<file path="src/rtl/instruction_fetch.sv">
// instruction_fetch: front-end fetch stage feeding the decoder.
//
// Owns the fetch PC, issues one word read at a time to instruction memory,
// buffers returned words in a QDEPTH-entry queue and presents the head to
// decode with a valid/ready handshake, tagged with its PC. Decode reports
// jumps and taken branches back; the block flushes the queue, discards any
// in-flight wrong-path response and refetches from the computed target.
//
// Parameters:
//   RESET_PC  PC loaded on reset (word aligned)
//   QDEPTH    queue entries, power of two, 2..8
//
// Ports:
//   clk, rst                          clock, synchronous active-high reset
//   imem_req, imem_addr               read request / word-aligned byte address
//   imem_rvalid, imem_rdata           in-order read response
//   instr_valid, instr, instr_pc      queue head (registered)
//   instr_ready                       decode accepts head this cycle
//   jump, branch_taken, br_pc,
//   adr, imm                          redirect reported by decode
//
// Optional build macro FETCH_PERF_CNT_EN adds fetch_count (queue pushes)
// and flush_count (redirect cycles) outputs.
module instruction_fetch #(
    parameter logic [31:0] RESET_PC = 32'h0000_0000,
    parameter int          QDEPTH   = 2
) (
    input  logic        clk,
    input  logic        rst,
    output logic        imem_req,
    output logic [31:0] imem_addr,
    input  logic        imem_rvalid,
    input  logic [31:0] imem_rdata,
    output logic        instr_valid,
    output logic [31:0] instr,
    output logic [31:0] instr_pc,
    input  logic        instr_ready,
    input  logic        jump,
    input  logic        branch_taken,
    input  logic [31:0] br_pc,
    input  logic [25:0] adr,
    input  logic [15:0] imm
`ifdef FETCH_PERF_CNT_EN
    ,
    output logic [31:0] fetch_count,
    output logic [31:0] flush_count
`endif
);

    localparam int PW = (QDEPTH > 1) ? $clog2(QDEPTH) : 1;
    localparam int CW = $clog2(QDEPTH + 1);

    typedef enum logic [1:0] {IDLE, WAIT, DROP} state_t;

    typedef struct packed {
        logic [31:0] word;
        logic [31:0] pc;
    } entry_t;

    state_t          state, state_n;
    logic [31:0]     fetch_pc;
    logic [31:0]     req_pc;      // address of the outstanding request
    entry_t          q [QDEPTH];
    logic [PW-1:0]   rd_ptr, wr_ptr, rd_next;
    logic [CW-1:0]   count;

    logic            redirect;
    logic [31:0]     seq_pc, br_target, target;
    logic            push, pop;
    logic            head_from_push, load_head;
    entry_t          head_n;

    // Redirect target; jump wins when both are reported.
    assign redirect  = jump | branch_taken;
    assign seq_pc    = br_pc + 32'd4;
    assign br_target = seq_pc + {{14{imm[15]}}, imm, 2'b00};
    assign target    = jump ? {seq_pc[31:28], adr, 2'b00} : br_target;

    assign imem_addr   = fetch_pc;
    assign instr_valid = (count != '0);

    // A redirect cycle neither pushes nor pops. Responses landing in DROP
    // are wrong-path and never reach the queue.
    assign push = (state == WAIT) && imem_rvalid && !redirect;
    assign pop  = instr_valid && instr_ready && !redirect;

    // Head register update: a freshly pushed word becomes head only when it
    // lands in an empty queue (or the sole entry is popped the same cycle);
    // otherwise the new head is already sitting in storage.
    always_comb begin
        rd_next        = pop ? rd_ptr + PW'(1) : rd_ptr;
        head_from_push = push && ((count == '0) || (pop && count == CW'(1)));
        load_head      = head_from_push || (pop && count > CW'(1));
        head_n         = head_from_push ? '{word: imem_rdata, pc: req_pc} : q[rd_next];
    end

    // Request/response FSM. Only one request is ever outstanding, so a
    // single free slot is enough to issue.
    always_comb begin
        state_n  = state;
        imem_req = 1'b0;
        case (state)
            IDLE: begin
                if (!rst && !redirect && count < CW'(QDEPTH)) begin
                    imem_req = 1'b1;
                    state_n  = WAIT;
                end
            end
            WAIT: begin
                if (imem_rvalid)
                    state_n = IDLE;
                else if (redirect)
                    state_n = DROP;
            end
            DROP: begin
                if (imem_rvalid)
                    state_n = IDLE;
            end
            default: state_n = IDLE;
        endcase
    end

    always_ff @(posedge clk) begin
        if (rst) begin
            state    <= IDLE;
            fetch_pc <= RESET_PC;
            req_pc   <= RESET_PC;
            rd_ptr   <= '0;
            wr_ptr   <= '0;
            count    <= '0;
            instr    <= '0;
            instr_pc <= '0;
        end else begin
            state <= state_n;
            if (redirect)
                fetch_pc <= target;
            else if (imem_req)
                fetch_pc <= fetch_pc + 32'd4;
            if (imem_req)
                req_pc <= fetch_pc;
            if (redirect) begin
                rd_ptr <= '0;
                wr_ptr <= '0;
                count  <= '0;
            end else begin
                if (push)
                    wr_ptr <= wr_ptr + PW'(1);
                rd_ptr <= rd_next;
                count  <= count + CW'(push) - CW'(pop);
                if (load_head) begin
                    instr    <= head_n.word;
                    instr_pc <= head_n.pc;
                end
            end
        end
    end

    // Queue storage carries no reset; occupancy is tracked by count.
    always_ff @(posedge clk) begin
        if (push)
            q[wr_ptr] <= '{word: imem_rdata, pc: req_pc};
    end

`ifdef FETCH_PERF_CNT_EN
    always_ff @(posedge clk) begin
        if (rst) begin
            fetch_count <= '0;
            flush_count <= '0;
        end else begin
            if (push)
                fetch_count <= fetch_count + 32'd1;
            if (redirect)
                flush_count <= flush_count + 32'd1;
        end
    end
`endif

endmodule

</file>
<file path="config.mk">
export PLATFORM = sky130hd
export DESIGN_NAME = instruction_fetch
export DESIGN_NICKNAME = d
export VERILOG_FILES = /design/src/rtl/instruction_fetch.sv
export SDC_FILE = /design/constraint.sdc
export NUM_CORES = 1
export LEC_CHECK = 0
export BUFFER_PORTS_ARGS = -buffer_cell sky130_fd_sc_hd__clkbuf_2
export CORE_MARGIN = 3
export CORE_UTILIZATION = 35
export DETAILED_ROUTE_END_ITERATION = 10
export GPL_ROUTABILITY_DRIVEN = 0
export PLACE_DENSITY = 0.59
export RECOVER_POWER = 25
export REMOVE_ABC_BUFFERS = 1
export SYNTH_ARGS = -nofsm -noshare
export SYNTH_HDL_FRONTEND = slang
export SYNTH_SLANG_ARGS = --single-unit
</file>
<file path="constraint.sdc">
create_clock -name clk -period 8.8 [get_ports clk]
set_clock_uncertainty 0.2 [all_clocks]
set_input_delay 0.88 -clock clk [delete_from_list [all_inputs] [get_ports clk]]
set_output_delay 0.88 -clock clk [all_outputs]
set_load 0.005 [all_outputs]
</file>
==> summary.txt <==
Postcts setup bufs: 0
Area taken by multi-input logic gates: 0.005909 sq mm
Yosys top cell area share: 0.3002
Dpl cells: 1902
Crit start category: input pin
Status: completed
Total CTS buffers: 27
Resized cells post-CTS: 0
Final Non-Filler Cells: 1951
HP Class: reg -> reg
Worst path cell trace: clkbuf_2 -> nor2_2 -> nand3_1 -> a211o_4 -> inv_1 -> a31oi_4 -> buf_4 -> buf_4 -> a211oi_1 -> a21oi_1 -> nor2_1
Post-Syn Instances: 1298
Crit path max fanout: 75
GRT overflow: 0
Max stage delay on crit path: 780 ps
Primary FF master, synth: dfxtp_1
Reg area: 0.006526 sq mm
Final setup viols: 0
Filler cell count in the final layout: 3481
Hold Path End: req_pc[11]$_SDFFE_PP0P_
Row cnt: 69
R2r startpoint: state[0]$_SDFFE_PP0P_
Post-synth ARST share: 0
Layout cells sized above 1: 0.1678
Maximum VDD drop: 127.5 uV
Area growth, synth to finish: 17.40%
Pre-CTS WS: 3768 ps
Worst-margin pin slew: 960.4 ps
Post-synthesis sequential area ratio: 0.5098
# diodes: 0
H-tree depth: 1
Max Transition Viols Final: 0
Initial DRC Count: 487
Commonest non-fill, non-tap cells in the layout: 178 x clkbuf_2, 171 x nor2_1, 134 x dfxtp_1
DRC: 0
Die height: 197.3 um
Relative slew margins: 0.3598
Die X-Extent: 197.3 um
Cell at the slowest stage of the critical path: nor2_2
Floorplan core area: 0.03583 sq mm
Worst EP required: 9040 ps
Global Route Usage Sum: 0.1684
Pre-antenna DRT Iters: 5
Crit path DAT: 4730 ps
CTS root buffer: clkbuf_16
Top cells by area, synth: edfxtp_1 30%, dfxtp_1 21%, mux2i_1 5.3%
Average cell area after synthesis: 9.863 sq um
Distinct cells, synth: 75
Final ANT Viol Nets: 0
Vias: 10160
Family with the most delay on the worst path: simple AND/OR/NAND/NOR gates
Hpwl dp: 23740 um
EDFF count, synth: 128
Leakage: 6.213 nW
RSZ-0062 raised after global routing: no
Die area: 0.03891 sq mm
Initial antenna violation count: 0
Yosys warning count: 0
Buffers added on ports: 209
R2R depth: 10
Fmax achieved: 0.2229 GHz
Deepest clock path buffer count: 3
Drt via density: 5.210
Worst r2r dst: instr[30]$_SDFFE_PP0P_
Synth area leader: edfxtp_1
WP buf/inv: 4
Period utilization: 0.5098
Setup TNS: 0 ps
Nature of the critical path endpoint: flip-flop
Kind of critical path: in -> reg
Worst R2R Setup Slack: 5150 ps
Leading cell type in the layout, fill and taps excluded: clkbuf_2
Min-delay src: req_pc[11]$_SDFFE_PP0P_
Final net count: 1621
#FFs+latches synth: 262
Hold Buf Count CTS: 0
Tmin final: 4486 ps
Average routed wire per standard cell: 17.52 um
Most common cell on crit path: buf_4
MaxCap Viol Count: 0
Clk_lat worst skew: 520 ps
Setup ws final: 4314 ps
Number of global-route vias before repair: 9534
Clock slew at reported path FFs: 60 ps
Hold depth: 2
DRT Wirelength: 34190 um
Syn Std Cell Area: 0.01280 sq mm
Fin. Hold Viols: 0
First-pass GRT wire length: 53070 um
CTS tree: yes
PD cells: 180.1 mW/mm^2
CTS Sinks: 262
Initial Util: 0.3573
Largest net degree at the start of global routing: 76
Num ports: 210
through the flow:
step	utilization	power [mW]	instance area, sq um	hold slack [ps]
final	0.4195	2.707	15030	281.9
after global routing	0.4195	2.822	15030	292.6
after CTS	0.4205	2.738	15070	278.6
after detailed placement	0.3971	1.641	14230	267.8
after global placement	0.3971	1.636	14230	250.4
after floorplan	-	1.511	12460	238.2
routing by layer:
metal / vias to the layer above / global-route usage / routed length [um]
met5: - / 0 / 0
met4: 0 / 0.03643 / 505
met3: 35 / 0.02507 / 1754
met2: 268 / 0.2821 / 16050
met1: 4756 / 0.2326 / 15880
li1: 5105 / - / -
cell usage after synthesis, types with 6 or more instances:
library cell	instances
a211oi_1	73
buf_2	18
xnor2_1	44
inv_1	17
a21o_1	17
dfxtp_1	134
o221ai_1	11
nand4_1	18
o21ai_0	58
edfxtp_1	128
nand3_1	37
and3_1	9
xor2_1	21
mux2i_1	68
nand2_1	125
a21oi_1	122
and4_1	6
ha_1	38
nor2_1	173
clkbuf_1	53
buf_4	6
nor3_1	17
a31oi_1	10
worst reg2reg max path, delay by kind of cell (launching register included):
family | cells | cell delay [ps]
buf+inv | 3 | 1370
compound gates | 4 | 1100
simple gates | 3 | 520
flops | 1 | 340
cell families after synthesis:
kind of cell,Yosys count,synth area share
DFF,262,0.5098
adders and majority gates,39,0.03870
muxes,68,0.05317
xor gates and xnor gates,66,0.04574
AOI/OAI and AO/OA,344,0.1719
and+or+nand+nor,421,0.1485
buffers and inverters,98,0.03225
state kept, by name, indices dropped and copies added (netlist names):
register,count
instr,32
q,128
imem_addr,32
count,2
state,2
instr_pc,32
req_pc,32
wr_ptr,1
rd_ptr,1
final cells by class:
class                      count  share of cell area
tap                          461             0.03838
sequential                   262              0.4342
clock buffer                  43             0.05028
clock inverter                 6            0.005661
timing repair buffer         221             0.07326
multi-input combinational    938              0.3932
inverter                      20            0.004995
where the power goes:
group	switching, mW	total [mW]	internal [mW]
sequential	0.0321	1.33	1.30
clock	0.448	1.09	0.645
combinational	0.174	0.286	0.112
worst max path at each step:
stage	slack, ps	to	start	cells past startpoint
CTS	4320	instr[15]$_SDFFE_PP0P_	branch_taken	11
global route	3980	instr[28]$_SDFFE_PP0P_	branch_taken	11
finish	4310	instr[30]$_SDFFE_PP0P_	branch_taken	11
floorplan	-8	instr[0]$_SDFFE_PP0P_	branch_taken	7
detailed placement	3770	instr[15]$_SDFFE_PP0P_	branch_taken	11
global placement	3890	instr_pc[26]$_SDFFE_PP0P_	branch_taken	11
Note: power is estimated with default switching activity, not from simulation.
